### src/rtl/shift_divider.sv
// Restoring, MSB-first sequential divider for unsigned N-bit operands.
// One quotient bit per clock; results are held in output registers until the next completion.
module shift_divider #(
    parameter int N = 8
) (
    input  logic         clk,
    input  logic         rst,
    input  logic         start,
    input  logic [N-1:0] dividend,
    input  logic [N-1:0] divisor,
    output logic         busy,
    output logic         done,
    output logic [N-1:0] quotient,
    output logic [N-1:0] remainder,
    output logic         div_zero
);

    localparam int CW = $clog2(N + 1);

    localparam logic [1:0] S_IDLE = 2'd0;
    localparam logic [1:0] S_CALC = 2'd1;
    localparam logic [1:0] S_DONE = 2'd2;

    logic [1:0]    r_state;
    logic [CW-1:0] r_count;
    logic [N:0]    r_rem;
    logic [N-1:0]  r_dvd;
    logic [N-1:0]  r_dvs;
    logic [N-1:0]  r_quot;
    logic [N-1:0]  r_remOut;
    logic          r_divZero;

    logic [N+1:0]  w_shifted;
    logic [N:0]    w_trial;
    logic          w_ge;
    logic [N:0]    w_remNext;
    logic [N-1:0]  w_dvdNext;

    // The dividend register doubles as the quotient: its MSB moves into the
    // remainder while the new quotient bit enters at its LSB.
    always_comb begin
        w_shifted = {r_rem, r_dvd[N-1]};
        w_trial   = w_shifted[N:0] - {1'b0, r_dvs};
        w_ge      = (w_shifted >= {2'b00, r_dvs});
        w_remNext = w_ge ? w_trial : w_shifted[N:0];
        w_dvdNext = {r_dvd[N-2:0], w_ge};
    end

    always_ff @(posedge clk or posedge rst) begin
        if (rst) begin
            r_state   <= S_IDLE;
            r_count   <= '0;
            r_rem     <= '0;
            r_dvd     <= '0;
            r_dvs     <= '0;
            r_quot    <= '0;
            r_remOut  <= '0;
            r_divZero <= 1'b0;
        end else begin
            case (r_state)
                S_IDLE: begin
                    if (start) begin
                        r_dvd   <= dividend;
                        r_dvs   <= divisor;
                        r_rem   <= '0;
                        r_count <= CW'(N);
                        if (divisor == '0) begin
                            r_quot    <= '1;
                            r_remOut  <= dividend;
                            r_divZero <= 1'b1;
                            r_state   <= S_DONE;
                        end else begin
                            r_state <= S_CALC;
                        end
                    end
                end
                S_CALC: begin
                    r_rem   <= w_remNext;
                    r_dvd   <= w_dvdNext;
                    r_count <= r_count - CW'(1);
                    // Results are published on the last step so they are valid during the done cycle.
                    if (r_count == CW'(1)) begin
                        r_quot    <= w_dvdNext;
                        r_remOut  <= w_remNext[N-1:0];
                        r_divZero <= 1'b0;
                        r_state   <= S_DONE;
                    end
                end
                S_DONE: begin
                    r_state <= S_IDLE;
                end
                default: begin
                    r_state <= S_IDLE;
                end
            endcase
        end
    end

    assign busy      = (r_state != S_IDLE);
    assign done      = (r_state == S_DONE);
    assign quotient  = r_quot;
    assign remainder = r_remOut;
    assign div_zero  = r_divZero;

endmodule

### config.mk
export PLATFORM = sky130hd
export DESIGN_NAME = shift_divider
export DESIGN_NICKNAME = d
export VERILOG_FILES = /design/src/rtl/shift_divider.sv
export SDC_FILE = /design/constraint.sdc
export NUM_CORES = 1
export LEC_CHECK = 0
export ABC_AREA = 1
export CAP_MARGIN = 20
export CORE_AREA = 2 2 91 93
export CTS_BUF_LIST = sky130_fd_sc_hd__clkbuf_8
export DETAILED_ROUTE_END_ITERATION = 8
export DIE_AREA = 0 0 93 95
export MAX_ROUTING_LAYER = met4
export PLACE_DENSITY = 0.58
export SYNTH_ARGS = -nofsm -noshare
export SYNTH_HDL_FRONTEND = slang
export SYNTH_SLANG_ARGS = --single-unit
### constraint.sdc
create_clock -name clk -period 1.7 [get_ports clk]
set_input_delay 0.34 -clock clk [delete_from_list [all_inputs] [get_ports clk]]
set_output_delay 0.34 -clock clk [all_outputs]
set_load 0.02 [all_outputs]
==> results.yml <==
route:
  wl_per_cell_um: 12.12
  wl_mm: 6.400
  antenna_left: 0
  viasPerCell: 4.515
  drtIter0Drc: 103
  firstDrtPassIters: 4
  via_count: 2384
  drc: 0
power:
  p_per_area_nw_per_um2: 2110
  internal_power_mw: 4.318
  p_switching_mw: 3.499
  pwr-share-clk_pct: 9.5
  switching_share_pct: 44.76
  combPwrFrac_pct: 65.9
  p_leak_nw: 1.898
  irDropWorstVdd_uv: 1281
  pwr-share-seq_pct: 24.6
logic_synthesis:
  synth_edf_count: 0
  synthFlopType: "dfrtp_1"
  avgSynthCellArea_um2: 7.710
  syn-num-nets: 375
  synth_seq_area_share_pct: 45.16
  yosys.cell_types.count: 30
  syn_inst: 345
  synth_top_area_cell: "dfrtp_1"
  synth.area.top_cells: "dfrtp_1 (45%), nand2_1 (11%), inv_1 (8.6%), nand3_1 (6.4%), ha_1 (4.7%)"
  synth.ff_latch_count: 48
  async_flop_share_pct: 100.0
  synth.top_cell.area_share_pct: 45.16
  yosysWarnings: 0
  synthesis.area_um2: 2660
timing:
  maxSlewHeadroom_pct: 80.92
  period_minus_slack_ns: 1.946
  min_period_over_period_pct: 114.4
  drv_slew: 0
  tightest_slew_ns: 0.2852
  grt_setup_unrepaired: "true"
  hold_viol: 0
  setup-violations-final: 19
  final.setup_skew_ns: 0.01291
  fin_tns_setup_ns: -3.389
  fin_ws_ns: -0.2455
  fmax_mhz: 514.0
floorplanning:
  start_util_pct: 33.55
  rows: 33
  die-area_um2: 8835
  coreArea_um2: 7928
  io_pins: 38
  die_w_um: 93
  die_h_um: 95
setup_path:
  crit_slowest_cell: "dfrtp_1"
  path_delay_family: "simple AND/OR/NAND/NOR gates"
  path_buf_inv: 3
  cp_data_arrival_time_ns: 2.15
  critPathMostFrequentCell: "nand2_2"
  cp-start-kind: "flip-flop"
  crit_type: "reg2reg"
  max_stage_delay_ns: 0.41
  critPathRequiredTime_ns: 1.91
  crit_fanout: 6
  cp_cell_sequence: "inv_2, ha_4, inv_4, fa_2, nand2_1, nand2_2, nand2_2, nor2_4, nor2_8, nor2_4, nand2_2, nand3_2, nand2_1, inv_1"
  end_kind: "flip-flop"
grt:
  grt_pass1_wl_mm: 10.79
  grt_overflow: 0
  antenna_found_initial: 0
  grt_max_degree: 37
  grtUsageTotal_pct: 15.88
  grt_pass1_vias: 2357
finish:
  drive_gt1_share_pct: 22.22
  nFillCells: 816
  insertedDiodeCount: 0
  layout.nets: 452
  finalInstanceArea_um2: 3705
  syn_to_final_growth_pct: 39.28
  final_util_pct: 46.73
clock_tree:
  clk_latency_ns: 0.30
  numCtsBuffers: 5
  htreeDepth: 2
  clockBufferDepth: 2
  cts_root_buffer: "clkbuf_8"
  path_clk_slew_ns: 0.10
  cts.sinks: 48
  cts_tree: "done"
placed_design:
  gp_congestion: 0.8521
  portBuffers: 37
  dp_hpwl_mm: 4.775
  postPlaceCellArea_um2: 3447
status:
  outcome: "finished, violations left"
  violations: "setup timing"
run:
  maxCapViolations: 0
worst_hold_path:
  holdCritPathClass: "in2async"
cells in the mapped netlist, types with 2 or more instances:
library cell,number
nor2_1,31
buf_4,3
inv_1,61
nand3_1,34
o22ai_1,2
buf_2,3
inv_2,2
nor2_8,2
nand2_1,81
or2_2,5
nand4_1,2
ha_1,10
clkbuf_1,3
nand2_2,3
dfrtp_1,48
o21ai_1,2
xor2_1,3
or2_0,3
xnor2_1,2
a21oi_1,5
o21ai_0,24
a31oi_1,8
flip-flops by register name, summed over array words and instances (netlist names):
| register | count |
|---|---|
| r_rem | 9 |
| quotient | 8 |
| r_dvd | 8 |
| r_dvs | 8 |
| remainder | 8 |
| r_count | 4 |
| r_state | 2 |
| div_zero | 1 |
through the flow:
step / instances / worst slack, ns / hold slack (ns) / power [mW]
2_1_floorplan: 345 / -0.05885 / 0.4524 / 4.738
3_3_place_gp: 515 / -0.2276 / 0.4675 / 6.573
3_5_place_dp: 515 / -0.2233 / 0.4759 / 6.635
4_1_cts: 525 / -0.1973 / 0.2946 / 7.486
5_1_grt: 528 / -0.3489 / 0.2955 / 8.554
6_report: 528 / -0.2455 / 0.2813 / 7.818
path summary, 6_finish.rpt:
kind | from | end | slack (ns) | depth (start not counted)
worst max register to register | r_dvd[7]$_DFFE_PP0P_ | remainder[3]$_DFFE_PP0P_ | -0.25 | 14
max in group asynchronous | rst | r_dvs[4]$_DFFE_PP0P_ | 0.92 | 3
worst max-delay path | r_dvd[7]$_DFFE_PP0P_ | remainder[3]$_DFFE_PP0P_ | -0.25 | 14
worst min-delay path | rst | quotient[2]$_DFFE_PP0P_ | 0.28 | 2
worst min register to register | div_zero$_DFFE_PP0P_ | div_zero$_DFFE_PP0P_ | 0.49 | 2
min in group clk | div_zero$_DFFE_PP0P_ | div_zero$_DFFE_PP0P_ | 0.49 | 2
kinds of logic (layout without fill, tap and decap cells):
logic type               after synthesis  count (layout)  synth area share, %
adder cells (fa/ha/maj)               11              11                5.456
flip-flops                            48              48                45.16
XOR/XNOR                               5               5                1.647
AND/OR/NAND/NOR                      164             166                27.66
buffers and inverters                 73             149                10.87
AO/OA/AOI/OAI                         43              43                8.796
multiplexers                           1               1               0.4233
per-layer routing:
layer  track usage (%)  up-vias  routed length [um]
li1                  -     1233                   -
met1             20.46     1088                2997
met2             25.97       51                3021
met3             2.394       12                 229
met4             4.902        0                 151
met5                 -        -                   0
cell usage in the layout, fill, tap and decap left out, types with 5 or more instances in the layout:
cell             count
clkbuf_8             6
nand3_2             11
a21oi_1              5
or2_2                5
buf_4               36
dfrtp_1             48
nand2_1             72
ha_1                 9
nand2_2             12
o21ai_0             22
clkdlybuf4s50_1     35
a31oi_1              7
inv_1               58
nor2_1              30
nand3_1             23
cell type report:
class	count	area, um2	share of cell area [%]
inverters	63	244.0	6.586
clock buffers	6	82.58	2.229
flip-flops and latches	48	1201	32.42
clock inverters	2	13.76	0.3715
repair buffers	78	729.5	19.69
multi-input cells	226	1303	35.16
well taps	105	131.4	3.546
power groups by stage:
stage                     logic (mW)  clock network [mW]  registers (mW)
after global placement          4.64                   0            1.93
after detailed placement        4.70                   0            1.94
final                           5.15               0.742            1.93
after floorplan                 2.65                   0            2.09
after global routing            5.74               0.819            1.99
after CTS                       4.80               0.768            1.92
what timing repair did:
| action | in CTS | in global routing |
|---|---|---|
| resized for setup | 6 | 27 |
| cloned | 1 | 1 |
| pin swaps | 1 | 15 |
| hold buffers | 0 | 0 |
| setup endpoints to repair | 21 | 26 |
| setup buffers | 1 | 2 |
Note: power is estimated with default switching activity, not from simulation.
